[config.mk]
export PLATFORM = sky130hd
export DESIGN_NAME = decode_queue
export DESIGN_NICKNAME = d
export VERILOG_FILES = /design/src/rtl/decode_queue.sv
export SDC_FILE = /design/constraint.sdc
export NUM_CORES = 1
export LEC_CHECK = 0
export BUFFER_PORTS_ARGS = -buffer_cell sky130_fd_sc_hd__buf_4
export CORE_AREA = 2 2 189 191
export CTS_CLUSTER_DIAMETER = 100
export DETAILED_ROUTE_END_ITERATION = 10
export DIE_AREA = 0 0 191 193
export GPL_TIMING_DRIVEN = 0
export PLACE_DENSITY = 0.76
export RECOVER_POWER = 100
export SETUP_SLACK_MARGIN = 0.05
export SYNTH_ARGS = -nofsm -noshare
export SYNTH_HDL_FRONTEND = slang
export SYNTH_SLANG_ARGS = --single-unit
[constraint.sdc]
create_clock -name clk -period 10.6 [get_ports clk]
set_clock_uncertainty 0.05 [all_clocks]
set_input_delay 0 -clock clk [delete_from_list [all_inputs] [get_ports clk]]
set_output_delay 0 -clock clk [all_outputs]
set_load 0.01 [all_outputs]
[src/rtl/decode_queue.sv]
// decode_queue: DEPTH-entry instruction/PC FIFO between fetch and issue.
// The head entry is decoded combinationally into register addresses,
// register-file selects, write enables, a sign-extended immediate and an
// execution-unit class. An empty queue presents all-zero decode outputs.
module decode_queue #(
    parameter int DEPTH = 4,
    parameter int PCW   = 64
) (
    input  logic                     clk,
    input  logic                     rst,
    input  logic                     flush,
    input  logic                     in_valid,
    output logic                     in_ready,
    input  logic [31:0]              in_instr,
    input  logic [PCW-1:0]           in_pc,
    output logic                     out_valid,
    input  logic                     out_ready,
    output logic [PCW-1:0]           out_pc,
    output logic [4:0]               rs1,
    output logic [4:0]               rs2,
    output logic [4:0]               rs3,
    output logic [4:0]               rd,
    output logic                     rs1_fp,
    output logic                     rs2_fp,
    output logic                     rd_int_we,
    output logic                     rd_fp_we,
    output logic [31:0]              imm,
    output logic [1:0]               eu_type,
    output logic [$clog2(DEPTH):0]   count
);
    localparam int AW = $clog2(DEPTH);
    localparam int CW = AW + 1;
    localparam logic [31:0] NOP = 32'h0000_0013;

    localparam logic [1:0] EU_BASIC   = 2'b00;
    localparam logic [1:0] EU_MULDIV  = 2'b01;
    localparam logic [1:0] EU_JMPBR   = 2'b10;
    localparam logic [1:0] EU_ILLEGAL = 2'b11;

    logic [31:0]    instr_mem [DEPTH];
    logic [PCW-1:0] pc_mem    [DEPTH];
    logic [AW-1:0]  wr_ptr_reg;
    logic [AW-1:0]  rd_ptr_reg;
    logic [CW-1:0]  count_reg;

    logic push;
    logic pop;

    // Ready/valid come from registered occupancy only; no out_ready path.
    assign in_ready  = (count_reg != CW'(DEPTH));
    assign out_valid = (count_reg != '0);
    assign count     = count_reg;
    // A flush cycle swallows both handshakes.
    assign push = in_valid && in_ready && !flush;
    assign pop  = out_valid && out_ready && !flush;

    // Entry storage: reset fills every slot with a NOP at PC 0.
    always_ff @(posedge clk or posedge rst) begin
        if (rst) begin
            for (int i = 0; i < DEPTH; i++) begin
                instr_mem[i] <= NOP;
                pc_mem[i]    <= '0;
            end
        end else if (push) begin
            instr_mem[wr_ptr_reg] <= in_instr;
            pc_mem[wr_ptr_reg]    <= in_pc;
        end
    end

    // Pointers and occupancy; pointers wrap naturally since DEPTH is 2^AW.
    always_ff @(posedge clk or posedge rst) begin
        if (rst) begin
            wr_ptr_reg <= '0;
            rd_ptr_reg <= '0;
            count_reg  <= '0;
        end else if (flush) begin
            wr_ptr_reg <= '0;
            rd_ptr_reg <= '0;
            count_reg  <= '0;
        end else begin
            if (push) wr_ptr_reg <= wr_ptr_reg + AW'(1);
            if (pop)  rd_ptr_reg <= rd_ptr_reg + AW'(1);
            if (push && !pop)      count_reg <= count_reg + CW'(1);
            else if (pop && !push) count_reg <= count_reg - CW'(1);
        end
    end

    logic [31:0] head;
    logic [6:0]  opcode;
    logic [4:0]  f5;
    logic [31:0] imm_i, imm_s, imm_b, imm_u, imm_j;

    assign head   = instr_mem[rd_ptr_reg];
    assign opcode = head[6:0];
    assign f5     = head[31:27];
    assign imm_i  = {{20{head[31]}}, head[31:20]};
    assign imm_s  = {{20{head[31]}}, head[31:25], head[11:7]};
    assign imm_b  = {{20{head[31]}}, head[7], head[30:25], head[11:8], 1'b0};
    assign imm_u  = {head[31:12], 12'b0};
    assign imm_j  = {{12{head[31]}}, head[19:12], head[20], head[30:21], 1'b0};

    logic int_we;

    // Head-entry decode; everything is zeroed while the queue is empty.
    always_comb begin
        out_pc    = pc_mem[rd_ptr_reg];
        rd        = head[11:7];
        rs1       = head[19:15];
        rs2       = head[24:20];
        rs3       = 5'd0;
        rs1_fp    = 1'b0;
        rs2_fp    = 1'b0;
        int_we    = 1'b0;
        rd_fp_we  = 1'b0;
        imm       = 32'd0;
        eu_type   = EU_BASIC;
        rd_int_we = 1'b0;
        case (opcode)
            7'b0110111, 7'b0010111: begin imm = imm_u; int_we = 1'b1; end
            7'b1101111: begin imm = imm_j; int_we = 1'b1; eu_type = EU_JMPBR; end
            7'b1100111: begin imm = imm_i; int_we = 1'b1; eu_type = EU_JMPBR; end
            7'b1100011: begin imm = imm_b; eu_type = EU_JMPBR; end
            7'b0000011: begin imm = imm_i; int_we = 1'b1; end
            7'b0000111: begin imm = imm_i; rd_fp_we = 1'b1; end
            7'b0100011: imm = imm_s;
            7'b0100111: begin imm = imm_s; rs2_fp = 1'b1; end
            7'b0010011, 7'b0011011: begin imm = imm_i; int_we = 1'b1; end
            7'b0110011, 7'b0111011: begin
                int_we = 1'b1;
                if (head[31:25] == 7'b0000001) eu_type = EU_MULDIV;
            end
            7'b1010011: begin
                if (f5 == 5'b00010 || f5 == 5'b00011 || f5 == 5'b01011)
                    eu_type = EU_MULDIV;
                if (f5 == 5'b10100 || f5 == 5'b11000 || f5 == 5'b11100)
                    int_we = 1'b1;
                else
                    rd_fp_we = 1'b1;
                rs1_fp = !(f5 == 5'b11010 || f5 == 5'b11110);
                rs2_fp = 1'b1;
            end
            7'b1000011, 7'b1000111, 7'b1001011, 7'b1001111: begin
                rs3      = f5;
                eu_type  = EU_MULDIV;
                rs1_fp   = 1'b1;
                rs2_fp   = 1'b1;
                rd_fp_we = 1'b1;
            end
            7'b0001111, 7'b1110011: ;
            default: eu_type = EU_ILLEGAL;
        endcase
        // x0 is hardwired, so an integer write to it is dropped.
        rd_int_we = int_we && (head[11:7] != 5'd0);
        if (!out_valid) begin
            out_pc    = '0;
            rd        = 5'd0;
            rs1       = 5'd0;
            rs2       = 5'd0;
            rs3       = 5'd0;
            rs1_fp    = 1'b0;
            rs2_fp    = 1'b0;
            rd_int_we = 1'b0;
            rd_fp_we  = 1'b0;
            imm       = 32'd0;
            eu_type   = EU_BASIC;
        end
    end
endmodule

==> flow_metrics.env <==
export IMPL_outcome="complete, but fails checks"
export IMPL_failed_checks="capacitance limit, slew limit"
export IMPL_wirelength_um=44000
export IMPL_tritoncts="built"
export IMPL_fin_area_um2=22800
export IMPL_initial_core_util_pct=52.4
export IMPL_ioPinCount=228
export IMPL_syn_nets=1330
export IMPL_remaining_drc_errors=0
export IMPL_root_buffer="clkbuf_16"
export IMPL_synth_edff_count=0
export IMPL_finalHoldViolCount=0
export IMPL_cp_end_kind="asynchronous set/reset pin"
export IMPL_r2r_end="rd_ptr_reg[1]"
export IMPL_fp_dieH_um=193
export IMPL_largest_register_ff_count=256
export IMPL_synthAdderAreaFrac_pct=0.383
export IMPL_cp_data_arrival_time_ns=6.18
export IMPL_synth_xor_area_share_pct=0.239
export IMPL_synth_simple_area_share_pct=5.87
export IMPL_layout_setup_ws_ns=5.08
export IMPL_first_iter_violations=437
export IMPL_synth_top_family_by_area="multiplexers"
export IMPL_rsz0062_at_grt="false"
export IMPL_maxSlewViolCount=241
export IMPL_crit_start="rst"
export IMPL_synth_compound_area_share_pct=2.28
export IMPL_htree_num_levels=2
export IMPL_num_nets_final=1711
export IMPL_whs_ns=0.218
export IMPL_postSynthAreaPerCell_um2=15.0
export IMPL_synthArstFlopShare_pct=100
export IMPL_wl_per_cell_um=21.0
export IMPL_clkTransAtPathRegs_ns=0.06
export IMPL_min_delay_worst_endpoint="instr_mem[16]"
export IMPL_areaGrowthSynthToFinish_pct=24.7
export IMPL_coreArea_um2=35000
export IMPL_grt_use_total_pct=24.3
export IMPL_grt_first_pass_wirelength_um=69500
export IMPL_slew_headroom_pct=-64.7
export IMPL_cts_sinks=391
export IMPL_power_total_uw=6890
export IMPL_required_ns=11.25
export IMPL_min_path_type="in2reg"
export IMPL_vias_per_cell=5.63
export IMPL_seq_area_um2=9800
export IMPL_gp_congestion=0.942
export IMPL_synth_area_um2=18300
export IMPL_rows=69
export IMPL_period_share_pct=52.1
export IMPL_overflow=0
export IMPL_multiInputGateArea_um2=8070
export IMPL_p_leak_uw=0.0100
export IMPL_hold_start="in_instr[16]"
export IMPL_numPortBuffers=226
export IMPL_r2r_worst_path_cells=7
export IMPL_routed_via_count=11800
export IMPL_die_w_um=191
export IMPL_yosys_warnings=0
export IMPL_n_fill_cell=2631
export IMPL_grt_pass1_vias=12500
export IMPL_dieArea_um2=36900
export IMPL_ys_ff_latch=391
export IMPL_drv_cap=6
export IMPL_ir_drop_uv=195
export IMPL_worstSetupStartpointType="primary input"
export IMPL_regToRegSetupSlack_ns=6.96
export IMPL_dpl_hpwl_um=29800
export IMPL_crit_path_max_fanout=44
export IMPL_tns_ns=0
export IMPL_yosysUniqueCellTypes=56
export IMPL_cts_buffers=41
export IMPL_place_ws_ns=7.57
export IMPL_final_antenna_net_count=0
export IMPL_dr_pass1_iters=4
export IMPL_drive_gt1_share_pct=45.2
export IMPL_synth_top_cell_by_area="dfrtp_1"
export IMPL_place_area_um2=20800
export IMPL_min_period_ns=5.52
export IMPL_clk_latency_ns=0.53
export IMPL_synth_top_cell_area_share_pct=51.8
export IMPL_synth_seq_area_share_pct=53.5
export IMPL_synthCells=1224
export IMPL_setup_violations=0
export IMPL_worstSetupPathType="in2async"
export IMPL_worstHoldPathCells=3
export IMPL_netlist_top_cells_area="dfrtp_1, mux2_2, mux4_2"
export IMPL_fmax_ghz=0.181
export IMPL_grt_max_degree=45
export IMPL_antenna_found_initial=4
export IMPL_powerDensity_nw_per_um2=302
export IMPL_synthFlopType="dfrtp_1"
export IMPL_cts_buffer_depth=3
export IMPL_tightestPinTransition_ns=2.47
export IMPL_reg2reg_from="rd_ptr_reg[1]"
export IMPL_synthMuxAreaShare_pct=35.4
[placed cells by master, fill, tap and decap left out, drive strengths merged, types with 3 or more instances in the layout]
master	netlist	routed
a21oi	31	31
a22oi	3	3
and2	91	91
buf	65	197
clkbuf	17	182
clkinv	0	5
clkinvlp	0	3
dfrtp	379	379
dfstp	12	12
dlygate4sd3	0	102
ha	4	4
inv	9	10
mux2	385	385
mux4	95	95
nand2	26	26
nand2b	5	5
nand3	5	5
nand3b	5	5
nor2	24	24
nor2b	3	3
nor3	9	9
o21a	3	3
o21ai	10	10
or2	6	6
or3b	4	4
xor2	3	3
[routing by layer]
layer  track usage (%)  vias up  wire length (µm)
li1                  -     5280                 -
met1              33.0     6162             18800
met2              41.2      293             22100
met3              4.11       59              2130
met4              6.14        4               882
met5                 0        -                22
[what timing repair did]
| action | CTS | global route |
|---|---|---|
| resized for setup | 0 | 0 |
| endpoints found under the hold margin | 600 | 0 |
| hold buffers | 102 | 0 |
| buffers inserted | 0 | 0 |
[synthesized netlist by cell type, drive strengths merged, types with 9 or more instances]
| library cell | count |
|---|---|
| nor3 | 9 |
| dfrtp | 379 |
| and2 | 91 |
| a21oi | 31 |
| inv | 9 |
| clkbuf | 17 |
| mux2 | 385 |
| nor2 | 24 |
| dfstp | 12 |
| o21ai | 10 |
| buf | 65 |
| mux4 | 95 |
| nand2 | 26 |
[power by group]
part / switching, µW / internal, µW / total, µW
sequential: 337 / 2200 / 2530
clock: 581 / 861 / 1440
combinational: 1340 / 1580 / 2910
total: 2250 / 4630 / 6890
[kinds of logic after synthesis]
family,Yosys count
multiplexers,480
flip-flops,391
AND/OR/NAND/NOR,188
buffers and inverters,91
AO/OA/AOI/OAI,64
XOR/XNOR,5
adder cells (fa/ha/maj),5
[worst max path at each step]
stage / end / slack, ns / cells after the start
global route: pc_mem[43] / 4.03 / 7
global placement: pc_mem[146] / 3.29 / 2
detailed placement: out_pc[51] / 7.57 / 8
finish: pc_mem[214] / 5.08 / 8
floorplan: count[0] / 5.30 / 1
CTS: out_pc[24] / 6.99 / 8
[through the flow]
stage,cells,utilization (%)
floorplan,1224,-
global placement,1911,58.9
CTS,2095,66.3
global route,2096,65.3
detailed placement,1921,59.4
finish,2096,65.3
[critical path, stage by stage]
cell	delay, ns
dlygate4sd3_1	0.53
clkbuf_4	0.13
dlygate4sd3_1	0.56
clkinvlp_2	0.24
clkbuf_1	1.52
clkbuf_1	1.57
clkbuf_1	1.22
buf_12	0.35
[cell type report]
class	count	area share [%]
plain buffers	82	1.47
multi-input cells	742	35.3
flip-flops and latches	391	42.9
clock inverters	11	0.515
repair buffers	338	11.6
well taps	461	2.53
diodes	1	0.0110
inverters	9	0.153
clock buffers	61	5.45
(Power assumes the default switching activity.)
